[src/rtl/ptp_cfg_pkg.sv]
// Shared definitions for the PTP RTC configuration sequencer: register map,
// sequence step and FSM state encodings, and the per-step write data helpers.
package ptp_cfg_pkg;

    localparam logic [3:0] TSU_BLK  = 4'h1;
    localparam logic [3:0] RTC_BLK  = 4'h2;

    localparam logic [3:0] TSU_CFG  = 4'h0;
    localparam logic [3:0] TICK_INC = 4'h0;
    localparam logic [3:0] NS_OFST  = 4'h1;
    localparam logic [3:0] SC_OFST0 = 4'h2;
    localparam logic [3:0] SC_OFST1 = 4'h3;
    localparam logic [3:0] RTC_CTL  = 4'h4;

    localparam logic [7:0] A_TSU_CFG  = {TSU_BLK, TSU_CFG};
    localparam logic [7:0] A_TICK_INC = {RTC_BLK, TICK_INC};
    localparam logic [7:0] A_NS_OFST  = {RTC_BLK, NS_OFST};
    localparam logic [7:0] A_SC_OFST0 = {RTC_BLK, SC_OFST0};
    localparam logic [7:0] A_SC_OFST1 = {RTC_BLK, SC_OFST1};
    localparam logic [7:0] A_RTC_CTL  = {RTC_BLK, RTC_CTL};

    localparam logic [31:0] HOST_TIMEOUT_RDATA = 32'hdead_beef;

    typedef enum logic [1:0] {
        ST_IDLE,
        ST_HOST,
        ST_SEQ_WR,
        ST_SEQ_GAP
    } state_e;

    typedef enum logic [2:0] {
        STEP_TSU_CFG  = 3'd0,
        STEP_TICK_INC = 3'd1,
        STEP_NS_OFST  = 3'd2,
        STEP_SC_OFST0 = 3'd3,
        STEP_SC_OFST1 = 3'd4,
        STEP_RTC_CTL  = 3'd5
    } step_e;

    typedef struct packed {
        logic [5:0]  clk_ctl;
        logic [31:0] tick_inc;
        logic [31:0] ns_ofst;
        logic [47:0] sc_ofst;
        logic        load_time;
    } seq_cfg_t;

    function automatic logic [7:0] step_addr(input step_e s);
        logic [7:0] a;
        case (s)
            STEP_TSU_CFG:  a = A_TSU_CFG;
            STEP_TICK_INC: a = A_TICK_INC;
            STEP_NS_OFST:  a = A_NS_OFST;
            STEP_SC_OFST0: a = A_SC_OFST0;
            STEP_SC_OFST1: a = A_SC_OFST1;
            STEP_RTC_CTL:  a = A_RTC_CTL;
            default:       a = 8'h00;
        endcase
        return a;
    endfunction

    function automatic logic [31:0] step_data(input step_e s, input seq_cfg_t c);
        logic [31:0] d;
        case (s)
            STEP_TSU_CFG:  d = {26'b0, c.clk_ctl};
            STEP_TICK_INC: d = c.tick_inc;
            STEP_NS_OFST:  d = c.ns_ofst;
            STEP_SC_OFST0: d = {16'b0, c.sc_ofst[47:32]};
            STEP_SC_OFST1: d = c.sc_ofst[31:0];
            STEP_RTC_CTL:  d = 32'h1;
            default:       d = 32'h0;
        endcase
        return d;
    endfunction

endpackage

[src/rtl/ptp_rtc_cfg_sequencer_xfer.sv]
// Single-access register bus engine: holds cs/wr/addr/wdata until ack or
// timeout, and reports either outcome combinationally in the final cycle.
module ptp_bus_xfer
    import ptp_cfg_pkg::*;
#(
    parameter int          ADDR_W  = 8,
    parameter logic [15:0] TIMEOUT = 16'd1023
) (
    input  logic              clk,
    input  logic              rst_n,
    input  logic              issue_i,
    input  logic              wr_i,
    input  logic [ADDR_W-1:0] addr_i,
    input  logic [31:0]       wdata_i,
    input  logic              bus_ack_i,
    output logic              bus_cs_o,
    output logic              bus_wr_o,
    output logic [ADDR_W-1:0] bus_addr_o,
    output logic [31:0]       bus_wdata_o,
    output logic              ack_o,
    output logic              timeout_o
);

    logic              cs_q, cs_d;
    logic              wr_q, wr_d;
    logic [ADDR_W-1:0] addr_q, addr_d;
    logic [31:0]       wdata_q, wdata_d;
    logic [15:0]       cnt_q, cnt_d;

    always_comb begin
        ack_o     = cs_q & bus_ack_i;
        // Last allowed cycle is the TIMEOUT-th one with cs high; an ack there still wins.
        timeout_o = cs_q & ~bus_ack_i & (cnt_q == TIMEOUT - 16'd1);
        cs_d      = cs_q;
        wr_d      = wr_q;
        addr_d    = addr_q;
        wdata_d   = wdata_q;
        cnt_d     = cnt_q;
        if (issue_i) begin
            cs_d    = 1'b1;
            wr_d    = wr_i;
            addr_d  = addr_i;
            wdata_d = wdata_i;
            cnt_d   = '0;
        end else if (ack_o || timeout_o) begin
            cs_d  = 1'b0;
            cnt_d = '0;
        end else if (cs_q) begin
            cnt_d = cnt_q + 16'd1;
        end
    end

    always_ff @(posedge clk or negedge rst_n) begin
        if (!rst_n) begin
            cs_q    <= 1'b0;
            wr_q    <= 1'b0;
            addr_q  <= '0;
            wdata_q <= '0;
            cnt_q   <= '0;
        end else begin
            cs_q    <= cs_d;
            wr_q    <= wr_d;
            addr_q  <= addr_d;
            wdata_q <= wdata_d;
            cnt_q   <= cnt_d;
        end
    end

    assign bus_cs_o    = cs_q;
    assign bus_wr_o    = wr_q;
    assign bus_addr_o  = addr_q;
    assign bus_wdata_o = wdata_q;

endmodule

[src/rtl/ptp_rtc_cfg_sequencer.sv]
// Programs the TSU/RTC registers of one PTP endpoint on request and
// arbitrates the shared register bus against host accesses.
module ptp_rtc_cfg_sequencer
    import ptp_cfg_pkg::*;
#(
    parameter int          ADDR_W  = 8,
    parameter logic [15:0] TIMEOUT = 16'd1023
) (
    input  logic              clk,
    input  logic              rst_n,
    input  logic              start_i,
    input  logic              load_time_i,
    input  logic [5:0]        clk_ctl_i,
    input  logic [31:0]       tick_inc_i,
    input  logic [31:0]       ns_ofst_i,
    input  logic [47:0]       sc_ofst_i,
    input  logic              host_req_i,
    input  logic              host_wr_i,
    input  logic [ADDR_W-1:0] host_addr_i,
    input  logic [31:0]       host_wdata_i,
    output logic              host_ack_o,
    output logic [31:0]       host_rdata_o,
    output logic              bus_cs_o,
    output logic              bus_wr_o,
    output logic [ADDR_W-1:0] bus_addr_o,
    output logic [31:0]       bus_wdata_o,
    input  logic [31:0]       bus_rdata_i,
    input  logic              bus_ack_i,
    output logic              busy_o,
    output logic              done_o,
    output logic              err_o
);

    state_e      state_q, state_d;
    step_e       step_q, step_d;
    logic        pending_q, pending_d;
    seq_cfg_t    cfg_q, cfg_d, cfg_in;
    logic        err_q, err_d;
    logic        done_q, done_d;
    logic        host_ack_q, host_ack_d;
    logic [31:0] host_rdata_q, host_rdata_d;

    logic              xfer_issue;
    logic              xfer_wr;
    logic [ADDR_W-1:0] xfer_addr;
    logic [31:0]       xfer_wdata;
    logic              xfer_ack;
    logic              xfer_timeout;
    logic              last_step;

    assign cfg_in = '{clk_ctl:   clk_ctl_i,
                      tick_inc:  tick_inc_i,
                      ns_ofst:   ns_ofst_i,
                      sc_ofst:   sc_ofst_i,
                      load_time: load_time_i};

    assign last_step = (step_q == STEP_RTC_CTL) ||
                       ((step_q == STEP_TICK_INC) && !cfg_q.load_time);

    always_comb begin
        state_d      = state_q;
        step_d       = step_q;
        pending_d    = pending_q;
        cfg_d        = cfg_q;
        err_d        = err_q;
        done_d       = 1'b0;
        host_ack_d   = 1'b0;
        host_rdata_d = host_rdata_q;
        xfer_issue   = 1'b0;
        xfer_wr      = 1'b1;
        xfer_addr    = ADDR_W'(step_addr(step_q));
        xfer_wdata   = step_data(step_q, cfg_q);

        case (state_q)
            ST_IDLE: begin
                if (start_i || pending_q) begin
                    if (start_i) begin
                        cfg_d = cfg_in;
                    end
                    pending_d  = 1'b0;
                    err_d      = 1'b0;
                    step_d     = STEP_TSU_CFG;
                    state_d    = ST_SEQ_WR;
                    xfer_issue = 1'b1;
                    xfer_addr  = ADDR_W'(step_addr(STEP_TSU_CFG));
                    xfer_wdata = step_data(STEP_TSU_CFG, cfg_d);
                // The host still holds req during its ack cycle; don't re-serve it.
                end else if (host_req_i && !host_ack_q) begin
                    state_d    = ST_HOST;
                    xfer_issue = 1'b1;
                    xfer_wr    = host_wr_i;
                    xfer_addr  = host_addr_i;
                    xfer_wdata = host_wdata_i;
                end
            end

            ST_HOST: begin
                if (start_i) begin
                    pending_d = 1'b1;
                    cfg_d     = cfg_in;
                end
                if (xfer_ack) begin
                    host_ack_d   = 1'b1;
                    host_rdata_d = bus_rdata_i;
                    state_d      = ST_IDLE;
                end else if (xfer_timeout) begin
                    host_ack_d   = 1'b1;
                    host_rdata_d = HOST_TIMEOUT_RDATA;
                    err_d        = 1'b1;
                    state_d      = ST_IDLE;
                end
            end

            ST_SEQ_WR: begin
                if (xfer_ack) begin
                    if (last_step) begin
                        done_d  = 1'b1;
                        step_d  = STEP_TSU_CFG;
                        state_d = ST_IDLE;
                    end else begin
                        step_d  = step_e'(step_q + 3'd1);
                        state_d = ST_SEQ_GAP;
                    end
                end else if (xfer_timeout) begin
                    err_d   = 1'b1;
                    step_d  = STEP_TSU_CFG;
                    state_d = ST_IDLE;
                end
            end

            ST_SEQ_GAP: begin
                xfer_issue = 1'b1;
                state_d    = ST_SEQ_WR;
            end

            default: state_d = ST_IDLE;
        endcase
    end

    always_ff @(posedge clk or negedge rst_n) begin
        if (!rst_n) begin
            state_q      <= ST_IDLE;
            step_q       <= STEP_TSU_CFG;
            pending_q    <= 1'b0;
            cfg_q        <= '0;
            err_q        <= 1'b0;
            done_q       <= 1'b0;
            host_ack_q   <= 1'b0;
            host_rdata_q <= '0;
        end else begin
            state_q      <= state_d;
            step_q       <= step_d;
            pending_q    <= pending_d;
            cfg_q        <= cfg_d;
            err_q        <= err_d;
            done_q       <= done_d;
            host_ack_q   <= host_ack_d;
            host_rdata_q <= host_rdata_d;
        end
    end

    ptp_bus_xfer #(
        .ADDR_W  (ADDR_W),
        .TIMEOUT (TIMEOUT)
    ) u_xfer (
        .clk         (clk),
        .rst_n       (rst_n),
        .issue_i     (xfer_issue),
        .wr_i        (xfer_wr),
        .addr_i      (xfer_addr),
        .wdata_i     (xfer_wdata),
        .bus_ack_i   (bus_ack_i),
        .bus_cs_o    (bus_cs_o),
        .bus_wr_o    (bus_wr_o),
        .bus_addr_o  (bus_addr_o),
        .bus_wdata_o (bus_wdata_o),
        .ack_o       (xfer_ack),
        .timeout_o   (xfer_timeout)
    );

    assign busy_o       = pending_q || (state_q == ST_SEQ_WR) || (state_q == ST_SEQ_GAP);
    assign done_o       = done_q;
    assign err_o        = err_q;
    assign host_ack_o   = host_ack_q;
    assign host_rdata_o = host_rdata_q;

endmodule
[config.mk]
export PLATFORM = sky130hd
export DESIGN_NAME = ptp_rtc_cfg_sequencer
export DESIGN_NICKNAME = d
export VERILOG_FILES = /design/src/rtl/ptp_cfg_pkg.sv /design/src/rtl/ptp_rtc_cfg_sequencer_xfer.sv /design/src/rtl/ptp_rtc_cfg_sequencer.sv
export SDC_FILE = /design/constraint.sdc
export NUM_CORES = 1
export LEC_CHECK = 0
export BUFFER_PORTS_ARGS = -buffer_cell sky130_fd_sc_hd__buf_2
export CORE_UTILIZATION = 30
export CTS_CLUSTER_DIAMETER = 200
export CTS_CLUSTER_SIZE = 8
export DETAILED_ROUTE_END_ITERATION = 8
export MAX_ROUTING_LAYER = met4
export PLACE_DENSITY = 0.48
export SETUP_SLACK_MARGIN = 0.1
export SYNTH_ARGS = -nofsm -noshare
export SYNTH_HDL_FRONTEND = slang
export SYNTH_SLANG_ARGS = --single-unit
[constraint.sdc]
create_clock -name clk -period 4.3 [get_ports clk]
set_input_delay 0.645 -clock clk [delete_from_list [all_inputs] [get_ports clk]]
set_output_delay 0.645 -clock clk [all_outputs]
set_load 0.02 [all_outputs]
==> reports/qor.csv, run 1 <==
stage,metric,value,unit
floorplanning,overall die area,33200,µm²
synth,number of flops mapped to enable cells by yosys,0,
floorplanning,die outline width,182,µm
clocking,clock transition at the registers of the reported paths,0.05,ns
place,pre-CTS WS,1.47,ns
synth,"flops & latches, synth",218,
timing,min Tclk post-route,2.80,ns
synth,main flop type after synthesis,sky130_fd_sc_hd__dfrtp_1,
synth,mean post-synth cell area,11.6,µm²
synth,largest area contributor in the synthesized netlist,sky130_fd_sc_hd__dfrtp_1,
clocking,insertion delay of the later-clocked pin in the worst-skew pair,0.56,ns
synth,most instantiated library cell after synthesis,sky130_fd_sc_hd__dfrtp_1,
synth,mux contribution to synthesized area,14.7,%
timing,final total negative setup slack,0,ns
setup_path,Crit Path Category,flop to flop,
clocking,count of buffers added by post-CTS timing repair for setup,0,
place,Port Buf Inserts,274,
place,Routability Congestion,0.777,
status,result of the run,"finished, final reports clean",
synth,combined area of all synthesized cells,9750,µm²
clocking,total number of H-tree levels,1,
layout,share of layout cells above drive strength 1,41.6,%
floorplanning,height of the die,182,µm
detailed_routing,WL per Instance,18.4,µm
global_routing,grt total ovfl,0,
detailed_routing,drt pass-1 iters,5,
place,Area after DPL,11600,µm²
setup_path,kind of start point of the critical path,flop,
timing,number of setup violations in the final report,0,
synth,top post-synthesis cells by count,"sky130_fd_sc_hd__dfrtp_1, sky130_fd_sc_hd__mux2_2, sky130_fd_sc_hd__nand2_1",
timing,post-route clock skew,0.0140,ns
timing,"Period Utilization, post-route",65.0,%
synth,Cell variety after synth,47,
floorplanning,starting density of the core,30.7,%
setup_path,maximum fanout along the worst path,28,
global_routing,number of antenna violations at the first check in global routing,16,
setup_path,delay of the slowest critical-path stage,0.72,ns
timing,setup repair after global routing missed its margin,false,
timing,smallest hold slack,0.138,ns
global_routing,first-pass GRT wire length,44000,µm
setup_path,Crit path required time,4.78,ns
clocking,Longest Clk Path Bufs,3,
detailed_routing,routed wire length,28400,µm
timing,hold violation count in the final report,0,
floorplanning,core footprint,31800,µm²
clocking,number of buffers inserted for hold repair after clock tree synthesis,0,
detailed_routing,Detailed Route Iter0 Violations,300,
layout,Total Nets Final,1305,
global_routing,maximum number of pins on one net before global-route repair,121,
hold_path,Hold Path Class,primary input to async pin,
synth,Synth Instances,837,
detailed_routing,via count,7499,
synth,fraction of synthesized cell area in xor and xnor cells,0,%
clocking,clock root cell,sky130_fd_sc_hd__clkbuf_16,
clocking,number of resized instances in the post-cts repair step,0,
global_routing,overall fraction of global-route tracks in use,17.5,%
detailed_routing,number of nets still failing antenna checks after routing,0,
place,final HPWL from detailed placement,19300,µm
layout,Finished Cell Area,12400,µm²
synth,register area share after synthesis,56.0,%
synth,biggest area contributors in the synthesized netlist,"sky130_fd_sc_hd__dfrtp_1, sky130_fd_sc_hd__mux2_2, sky130_fd_sc_hd__nand2_1",
synth,number of warnings reported in the yosys synthesis log,0,
clocking,number of clock sinks,218,
timing,Worst Max-Slew Pin Slew,1.01,ns
power_and_ir_drop,static leakage power,5.73,nW
setup_path,Slowest cell on crit path,sky130_fd_sc_hd__nor2_4,
power_and_ir_drop,total power per unit cell area,734,nW/µm²
layout,final core utilization,39.1,%
floorplanning,number of top-level pins,275,
synth,largest family of logic cells by synthesized area,multiplexers,
detailed_routing,vias per std cell,4.84,
synth,post-synthesis compound-gate area fraction,13.5,%
run,Max Cap Viol,0,
synth,post-synth top area share,56.0,%
timing,achievable clock frequency,358,MHz
setup_path,crit path capture type,flop,
setup_path,arrival time of data at the critical path endpoint,3.27,ns
power_and_ir_drop,maximum VDD drop,356,µV
synth,number of nets produced by synthesis,1046,
clocking,CTS Buf Count,31,
timing,smallest setup slack after layout,1.50,ns
synth,async set-reset flop share out of synthesis,100,%
floorplanning,placement row count,65,
timing,Slew headroom,32.5,%
clocking,CTS tree,done,
detailed_routing,drc violations,0,
timing,number of slew-limit violations in the final report,0,
synth,synthesized-area fraction occupied by and/or/nand/nor cells,11.4,%
synth,adder and majority gate portion of the synthesized area,1.54,%
setup_path,cells along the critical path,inv_1 -> ha_1 -> nand2_1 -> nor2_4 -> buf_4 -> a221oi_1 -> nor2_1,
layout,area growth from synthesis to layout,27.4,%
global_routing,vias in the first global route,7775,
worst max-delay path: cells and delay by family, from the launching register on:
| kind | cells | cell delay [ns] |
|---|---|---|
| compound gates | 1 | 0.12 |
| fa+ha+maj | 1 | 0.55 |
| simple gates | 3 | 1.16 |
| buf+inv | 2 | 0.44 |
| flops | 1 | 0.41 |
final timing paths:
kind	depth (start not counted)	startpoint	slack [ns]	endpoint
worst max register to register	7	state_q[0]	1.50	u_xfer.bus_wdata_o[24]
min in group clk	2	bus_rdata_i[25]	0.30	host_rdata_o[25]
max in group asynchronous	2	rst_n	3.08	cfg_q[40]
worst max-delay path	7	state_q[0]	1.50	u_xfer.bus_wdata_o[24]
worst min register to register	2	u_xfer.bus_addr_o[3]	0.48	u_xfer.bus_addr_o[3]
worst min-delay path	1	rst_n	0.14	host_rdata_o[25]
layout make-up:
type                            instances  area, µm²
Antenna cell                           17       42.5
Clock buffer                           31        776
Clock inverter                          2       28.8
Fill cell                            3169      19400
Inverter                               13       53.8
Multi-Input combinational cell        551       4060
Sequential cell                       218       5460
Tap cell                              435        544
Timing Repair Buffer                  281       1460
placed cells by master (no fill, tap or decap), types with 21 or more instances in the layout:
| cell | Yosys | layout |
|---|---|---|
| sky130_fd_sc_hd__o21ai_0 | 22 | 21 |
| sky130_fd_sc_hd__mux2_2 | 126 | 126 |
| sky130_fd_sc_hd__nor2_1 | 68 | 66 |
| sky130_fd_sc_hd__a22oi_1 | 36 | 36 |
| sky130_fd_sc_hd__nand3_1 | 23 | 23 |
| sky130_fd_sc_hd__dfrtp_1 | 218 | 218 |
| sky130_fd_sc_hd__buf_2 | 3 | 273 |
| sky130_fd_sc_hd__a221oi_1 | 29 | 29 |
| sky130_fd_sc_hd__o22a_1 | 24 | 24 |
| sky130_fd_sc_hd__clkbuf_16 | 0 | 31 |
| sky130_fd_sc_hd__nand2_1 | 89 | 89 |
layer usage:
metal  part of all wire (%)  global-route usage, %  wire (µm)
met1                     42                   20.9      12100
met2                     47                   28.1      13400
met3                    8.0                   6.11       2280
met4                    2.4                   4.47        692
met5                      0                      -          0
registers in the layout (all words and copies together), names as in the netlist:
| signal | cells |
|---|---|
| cfg_q | 119 |
| host_rdata_o | 32 |
| u_xfer.bus_wdata_o | 32 |
| u_xfer.cnt_q | 16 |
| u_xfer.bus_addr_o | 8 |
| step_q | 3 |
| state_q | 2 |
| done_o | 1 |
| err_o | 1 |
| host_ack_o | 1 |
| pending_q | 1 |
| u_xfer.bus_cs_o | 1 |
| u_xfer.bus_wr_o | 1 |
power by group:
group	leakage (nW)	switching [W]	internal, W	total (W)
registers	2.64	0.000537	0.00302	0.00356
logic	2.69	0.00191	0.00154	0.00344
clock network	0.396	0.000859	0.00126	0.00212
total	5.73	0.00330	0.00581	0.00912
logic make-up (layout without fill, tap and decap cells):
kind of cell | after synthesis | in the layout
buf+inv | 68 | 327
compound gates | 173 | 173
mux | 127 | 127
simple gates | 239 | 239
fa+ha+maj | 12 | 12
flops | 218 | 218
other cells | 0 | 17
stage by stage:
stage | instances | total power (W)
floorplan | 837 | 0.00592
global placement | 1498 | 0.00702
detailed placement | 1498 | 0.00709
CTS | 1531 | 0.00928
global route | 1547 | 0.00974
finish | 1548 | 0.00912
Power figures use the tool's default switching activity.
==> run 2, diff against run 1 <==
==> constraint.sdc (replaced) <==
create_clock -name clk -period 2.8 [get_ports clk]
set_input_delay 0.42 -clock clk [delete_from_list [all_inputs] [get_ports clk]]
set_output_delay 0.42 -clock clk [all_outputs]
set_load 0.02 [all_outputs]
==> reports/qor.csv, run 2 (synthesis results as in run 1) <==
stage,metric,value,unit,change
status,result of the run,"finished, final reports clean",,unchanged
detailed_routing,via count,7558,,was 7499
global_routing,vias in the first global route,7872,,was 7775
detailed_routing,Detailed Route Iter0 Violations,437,,was 300
clocking,clock transition at the registers of the reported paths,0.05,ns,about the same
setup_path,Crit Path Category,flop to output pin,,was flop to flop
place,final HPWL from detailed placement,19900,µm,was 19300 µm
power_and_ir_drop,static leakage power,5.85,nW,was 5.73 nW
detailed_routing,drc violations,0,,unchanged
clocking,Longest Clk Path Bufs,3,,unchanged
place,pre-CTS WS,0.485,ns,was 1.47 ns
setup_path,Crit path required time,2.38,ns,was 4.78 ns
detailed_routing,WL per Instance,18.3,µm,was 18.4 µm
timing,number of setup violations in the final report,0,,unchanged
clocking,number of resized instances in the post-cts repair step,0,,unchanged
clocking,CTS Buf Count,31,,unchanged
layout,register bank with the most flops,cfg_q,,unchanged
layout,share of layout cells above drive strength 1,42.5,%,was 41.6%
detailed_routing,drt pass-1 iters,4,,was 5
layout,number of flip-flops in the largest register,119,,unchanged
timing,achievable clock frequency,416,MHz,
timing,setup repair after global routing missed its margin,false,,unchanged
timing,hold violation count in the final report,0,,unchanged
setup_path,maximum fanout along the worst path,6,,was 28
layout,Total Nets Final,1324,,was 1305
setup_path,arrival time of data at the critical path endpoint,1.98,ns,was 3.27 ns
layout,fill cell total of the finished layout,3178,,was 3169
layout,most common library cell in the layout ignoring fill and taps,sky130_fd_sc_hd__buf_2,,unchanged
floorplanning,starting density of the core,30.7,%,unchanged
clocking,CTS tree,done,,unchanged
global_routing,number of antenna violations at the first check in global routing,15,,was 16
clocking,count of buffers added by post-CTS timing repair for setup,0,,unchanged
floorplanning,overall die area,33200,µm²,unchanged
timing,"Period Utilization, post-route",85.8,%,
power_and_ir_drop,total power per unit cell area,1120,nW/µm²,was 734 nW/µm²
global_routing,met1 Resource Use GR,21.2,%,was 20.9%
setup_path,worst-case reg-to-reg path depth,7,,unchanged
timing,Worst Max-Slew Pin Slew,0.848,ns,was 1.01 ns
layout,area growth from synthesis to layout,29.5,%,was 27.4%
power_and_ir_drop,maximum VDD drop,600,µV,was 356 µV
global_routing,GR met2 Demand/Resource,28.7,%,was 28.1%
setup_path,kind of start point of the critical path,flop,,unchanged
floorplanning,die outline width,182,µm,unchanged
clocking,total number of H-tree levels,1,,unchanged
run,Max Cap Viol,0,,unchanged
timing,smallest setup slack after layout,0.398,ns,was 1.50 ns
timing,Slew headroom,43.5,%,was 32.5%
floorplanning,number of top-level pins,275,,unchanged
timing,final total negative setup slack,0,ns,unchanged
timing,post-route clock skew,0.0200,ns,was 0.0140 ns
timing,min Tclk post-route,2.40,ns,
floorplanning,height of the die,182,µm,unchanged
global_routing,grt total ovfl,0,,unchanged
detailed_routing,vias per std cell,4.83,,was 4.84
timing,number of slew-limit violations in the final report,0,,unchanged
setup_path,crit path capture type,output pin,,was flop
hold_path,number of cells on the worst hold path,2,,
floorplanning,core footprint,31800,µm²,unchanged
clocking,number of buffers inserted for hold repair after clock tree synthesis,1,,was 0
hold_path,Hold Path Class,primary input to flop,,was primary input to async pin
global_routing,overall fraction of global-route tracks in use,17.6,%,was 17.5%
floorplanning,placement row count,65,,unchanged
detailed_routing,number of nets still failing antenna checks after routing,0,,unchanged
global_routing,first-pass GRT wire length,44100,µm,was 44000 µm
place,Port Buf Inserts,274,,unchanged
clocking,insertion delay of the later-clocked pin in the worst-skew pair,0.57,ns,was 0.56 ns
clocking,clock root cell,sky130_fd_sc_hd__clkbuf_16,,unchanged
layout,"commonest cells after routing, fill and taps aside","sky130_fd_sc_hd__buf_2, sky130_fd_sc_hd__dfrtp_1, sky130_fd_sc_hd__mux2_2",,unchanged
global_routing,met3 Use GR,5.83,%,was 6.11%
clocking,number of clock sinks,218,,unchanged
place,Routability Congestion,0.782,,was 0.777
detailed_routing,routed wire length,28600,µm,was 28400 µm
global_routing,maximum number of pins on one net before global-route repair,78,,was 121
global_routing,layer carrying the most global-route usage,met2,,unchanged
## run 2: changes by cell type in the layout (fill, tap and decap cells not counted), sizes merged
cell / before / now
buf: 281 / 299
diode: 17 / 16
dlygate4sd3: 0 / 1
## run 2: worst max-delay path, stage by stage, from the launching register on
cell                      delay, ns
sky130_fd_sc_hd__dfrtp_1       0.42
sky130_fd_sc_hd__inv_1         0.09
sky130_fd_sc_hd__ha_1          0.29
sky130_fd_sc_hd__or3_1         0.44
sky130_fd_sc_hd__buf_2         0.19
## run 2: worst paths after layout
check	from	endpoint	slack, ns
max	state_q[0]	busy_o	0.40
min	bus_rdata_i[13]	host_rdata_o[13]	0.06
max reg2reg	u_xfer.cnt_q[0]	step_q[0]	0.46
min reg2reg	u_xfer.bus_addr_o[6]	u_xfer.bus_addr_o[6]	0.46
max in group asynchronous	rst_n	u_xfer.bus_wdata_o[1]	1.63
min in group asynchronous	rst_n	host_rdata_o[25]	0.37
## run 2: where the power goes
group | switching (W) | internal (W) | leakage [nW]
sequential | 0.000766 | 0.00464 | 2.64
combinational | 0.00300 | 0.00251 | 2.81
clock | 0.00133 | 0.00193 | 0.396
total | 0.00510 | 0.00908 | 5.85
## run 2: final cells by class
cell class / instances / area [µm²] / area share [%]
inverters: 13 / 53.8 / 0.426
flip-flops and latches: 218 / 5460 / 43.2
clock inverters: 2 / 28.8 / 0.228
repair buffers: 300 / 1670 / 13.2
well taps: 435 / 544 / 4.31
diodes: 16 / 40.0 / 0.317
multi-input cells: 551 / 4060 / 32.2
clock buffers: 31 / 776 / 6.14
## run 2: routing by layer
| metal | part of all wire [%] | wire length, µm | up-vias |
|---|---|---|---|
| met2 | 47 | 13600 | 229 |
| met3 | 8.2 | 2350 | 41 |
| met5 | 0 | 0 | - |
| met4 | 1.8 | 514 | 0 |
| li1 | - | - | 3613 |
| met1 | 43 | 12200 | 3675 |
## run 2: per-stage QoR
step	area [µm²]	std cells	total power (W)	hold WS, ns	util (%)
final	12600	1566	0.0142	0.0627	39.7
after global routing	12600	1565	0.0152	0.0460	39.7
after CTS	12600	1550	0.0144	0.0414	39.6
after detailed placement	11800	1516	0.0111	0.387	37.0
after global placement	11800	1516	0.0110	0.394	37.0
after floorplan	9750	837	0.00908	0.124	-
==> run 3, diff against run 2 <==
--- a/config.mk
+++ b/config.mk
@@ -5,13 +5,13 @@
 export SDC_FILE = /design/constraint.sdc
 export NUM_CORES = 1
 export LEC_CHECK = 0
-export BUFFER_PORTS_ARGS = -buffer_cell sky130_fd_sc_hd__buf_2
 export CORE_UTILIZATION = 30
 export CTS_CLUSTER_DIAMETER = 200
 export CTS_CLUSTER_SIZE = 8
 export DETAILED_ROUTE_END_ITERATION = 8
+export DONT_BUFFER_PORTS = 1
 export MAX_ROUTING_LAYER = met4
-export PLACE_DENSITY = 0.48
+export PLACE_DENSITY = 0.41
 export SETUP_SLACK_MARGIN = 0.1
 export SYNTH_ARGS = -nofsm -noshare
 export SYNTH_HDL_FRONTEND = slang
==> reports/qor.csv, run 3 (synthesis results as in run 1) <==
stage,metric,value,unit,change
detailed_routing,drt pass-1 iters,5,,was 4
global_routing,maximum number of pins on one net before global-route repair,219,,was 78
timing,hold violation count in the final report,218,,was 0
global_routing,vias in the first global route,7884,,was 7872
global_routing,overall fraction of global-route tracks in use,18.1,%,was 17.6%
setup_path,Crit path required time,3.23,ns,was 2.38 ns
detailed_routing,number of nets still failing antenna checks after routing,0,,unchanged
global_routing,first-pass GRT wire length,45600,µm,was 44100 µm
timing,number of slew-limit violations in the final report,0,,unchanged
power_and_ir_drop,maximum VDD drop,674,µV,was 600 µV
setup_path,arrival time of data at the critical path endpoint,2.79,ns,was 1.98 ns
setup_path,crit path capture type,flop,,was output pin
timing,setup repair after global routing missed its margin,false,,unchanged
timing,Slew headroom,44.4,%,was 43.5%
layout,share of layout cells above drive strength 1,20.1,%,was 42.5%
detailed_routing,drc violations,0,,unchanged
detailed_routing,routed wire length,29100,µm,was 28600 µm
setup_path,worst-case reg-to-reg path depth,6,,was 7
detailed_routing,Detailed Route Iter0 Violations,337,,was 437
setup_path,worst reg2reg startpoint,step_q[2],,was u_xfer.cnt_q[0]
setup_path,maximum fanout along the worst path,16,,was 6
floorplanning,number of top-level pins,275,,unchanged
floorplanning,core footprint,31800,µm²,unchanged
layout,"commonest cells after routing, fill and taps aside","sky130_fd_sc_hd__dfrtp_1, sky130_fd_sc_hd__dlygate4sd3_1, sky130_fd_sc_hd__mux2_2",,"was sky130_fd_sc_hd__buf_2, sky130_fd_sc_hd__dfrtp_1, sky130_fd_sc_hd__mux2_2"
setup_path,FF-to-FF End,u_xfer.bus_wdata_o[2],,was step_q[0]
layout,Total Nets Final,1200,,was 1324
detailed_routing,via count,7285,,was 7558
layout,area growth from synthesis to layout,31.0,%,was 29.5%
clocking,number of clock sinks,218,,unchanged
floorplanning,overall die area,33200,µm²,unchanged
detailed_routing,WL per Instance,20.3,µm,was 18.3 µm
global_routing,grt total ovfl,0,,unchanged
power_and_ir_drop,total power per unit cell area,1090,nW/µm²,was 1120 nW/µm²
layout,register bank with the most flops,cfg_q,,unchanged
detailed_routing,vias per std cell,5.08,,was 4.83
layout,number of flip-flops in the largest register,119,,unchanged
timing,achievable clock frequency,423,MHz,was 416 MHz
clocking,Longest Clk Path Bufs,3,,unchanged
timing,final total negative setup slack,0,ns,unchanged
layout,fill cell total of the finished layout,3042,,was 3178
clocking,count of buffers added by post-CTS timing repair for setup,0,,unchanged
place,final HPWL from detailed placement,20000,µm,was 19900 µm
clocking,CTS Buf Count,31,,unchanged
timing,"Period Utilization, post-route",84.4,%,was 85.8%
clocking,clock transition at the registers of the reported paths,0.05,ns,about the same
status,violations in the final reports,hold timing,,
timing,smallest hold slack,-0.414,ns,was 0.0627 ns
clocking,number of buffers inserted for hold repair after clock tree synthesis,152,,was 1
setup_path,"setup slack, reg-to-reg",0.44,ns,was 0.46 ns
timing,number of setup violations in the final report,0,,unchanged
place,Port Buf Inserts,0,,was 274
floorplanning,placement row count,65,,unchanged
setup_path,Crit Path Category,flop to flop,,was flop to output pin
status,result of the run,finished with violations,,"was finished, final reports clean"
clocking,CTS tree,done,,unchanged
timing,post-route clock skew,0.0117,ns,was 0.0200 ns
timing,min Tclk post-route,2.36,ns,was 2.40 ns
run,Max Cap Viol,0,,unchanged
power_and_ir_drop,static leakage power,5.37,nW,was 5.85 nW
floorplanning,height of the die,182,µm,unchanged
layout,most common library cell in the layout ignoring fill and taps,sky130_fd_sc_hd__dfrtp_1,,was sky130_fd_sc_hd__buf_2
global_routing,number of antenna violations at the first check in global routing,6,,was 15
place,Routability Congestion,0.852,,was 0.782
clocking,insertion delay of the later-clocked pin in the worst-skew pair,0.55,ns,was 0.57 ns
setup_path,kind of start point of the critical path,flop,,unchanged
clocking,total number of H-tree levels,1,,unchanged
floorplanning,die outline width,182,µm,unchanged
timing,Worst Max-Slew Pin Slew,0.832,ns,was 0.848 ns
clocking,clock root cell,sky130_fd_sc_hd__clkbuf_16,,unchanged
floorplanning,starting density of the core,30.7,%,unchanged
hold_path,Hold Path Class,primary input to async pin,,was primary input to flop
run 3: cell types whose count changed in the layout (fill, tap and decap cells not counted):
cell,delta
sky130_fd_sc_hd__buf_2,-273
sky130_fd_sc_hd__buf_8,-1
sky130_fd_sc_hd__dlygate4sd3_1,+151
sky130_fd_sc_hd__diode_2,-8
sky130_fd_sc_hd__buf_12,+3
sky130_fd_sc_hd__buf_4,-4
run 3: power by group:
group / switching [W] / internal (W)
clock network: 0.00130 / 0.00193
registers: 0.00158 / 0.00464
logic: 0.00214 / 0.00232
total: 0.00502 / 0.00889
run 3: worst max path at each step:
| stage | startpoint | endpoint | slack, ns | cells past startpoint |
|---|---|---|---|---|
| global placement | u_xfer.cnt_q[0] | step_q[0] | 0.53 | 7 |
| global route | step_q[2] | u_xfer.bus_wdata_o[2] | 0.28 | 6 |
| floorplan | u_xfer.cnt_q[0] | step_q[0] | 0.68 | 7 |
| CTS | step_q[2] | u_xfer.bus_wdata_o[2] | 0.46 | 6 |
| finish | step_q[2] | u_xfer.bus_wdata_o[2] | 0.44 | 6 |
| detailed placement | host_ack_o | u_xfer.bus_wdata_o[20] | 0.47 | 6 |
run 3: layer usage:
layer  share of wire [%]  wire (µm)  GRT usage (%)
met1                  42      12100           21.8
met2                  49      14400           30.5
met5                   0          0              -
met3                 6.8       1980           4.29
met4                 2.1        609           4.77
run 3: area by class of cell:
class | instances | area, µm² | share of cell area [%]
Antenna cell | 8 | 20.0 | 0.157
Clock buffer | 31 | 776 | 6.08
Clock inverter | 2 | 28.8 | 0.225
Inverter | 13 | 53.8 | 0.421
Multi-Input combinational cell | 551 | 4060 | 31.8
Sequential cell | 218 | 5460 | 42.7
Tap cell | 435 | 544 | 4.26
Timing Repair Buffer | 176 | 1830 | 14.3
run 3: through the flow:
| stage | setup WS [ns] | instance area (µm²) | utilization [%] | power [W] | cells |
|---|---|---|---|---|---|
| 6_report | 0.436 | 12800 | 40.2 | 0.0139 | 1434 |
| 5_1_grt | 0.278 | 12800 | 40.1 | 0.0148 | 1432 |
| 4_1_cts | 0.457 | 12700 | 40.1 | 0.0141 | 1426 |
| 3_5_place_dp | 0.473 | 10400 | 32.8 | 0.0106 | 1241 |
| 3_3_place_gp | 0.525 | 10400 | 32.8 | 0.0104 | 1241 |
| 2_1_floorplan | 0.681 | 9750 | - | 0.00908 | 837 |
run 3: what timing repair did:
action / CTS / global route
resized for setup: 0 / 0
endpoints found under the hold margin: 370 / 218
setup endpoints to repair: 0 / 0
run 3: worst max-delay path: stages (launching register included):
cell                       delay [ns]
sky130_fd_sc_hd__dfrtp_1         0.56
sky130_fd_sc_hd__inv_1           0.11
sky130_fd_sc_hd__ha_1            0.47
sky130_fd_sc_hd__a222oi_1        0.57
sky130_fd_sc_hd__nand2_1         0.09
sky130_fd_sc_hd__a222oi_1        0.31
sky130_fd_sc_hd__o21ai_0         0.11
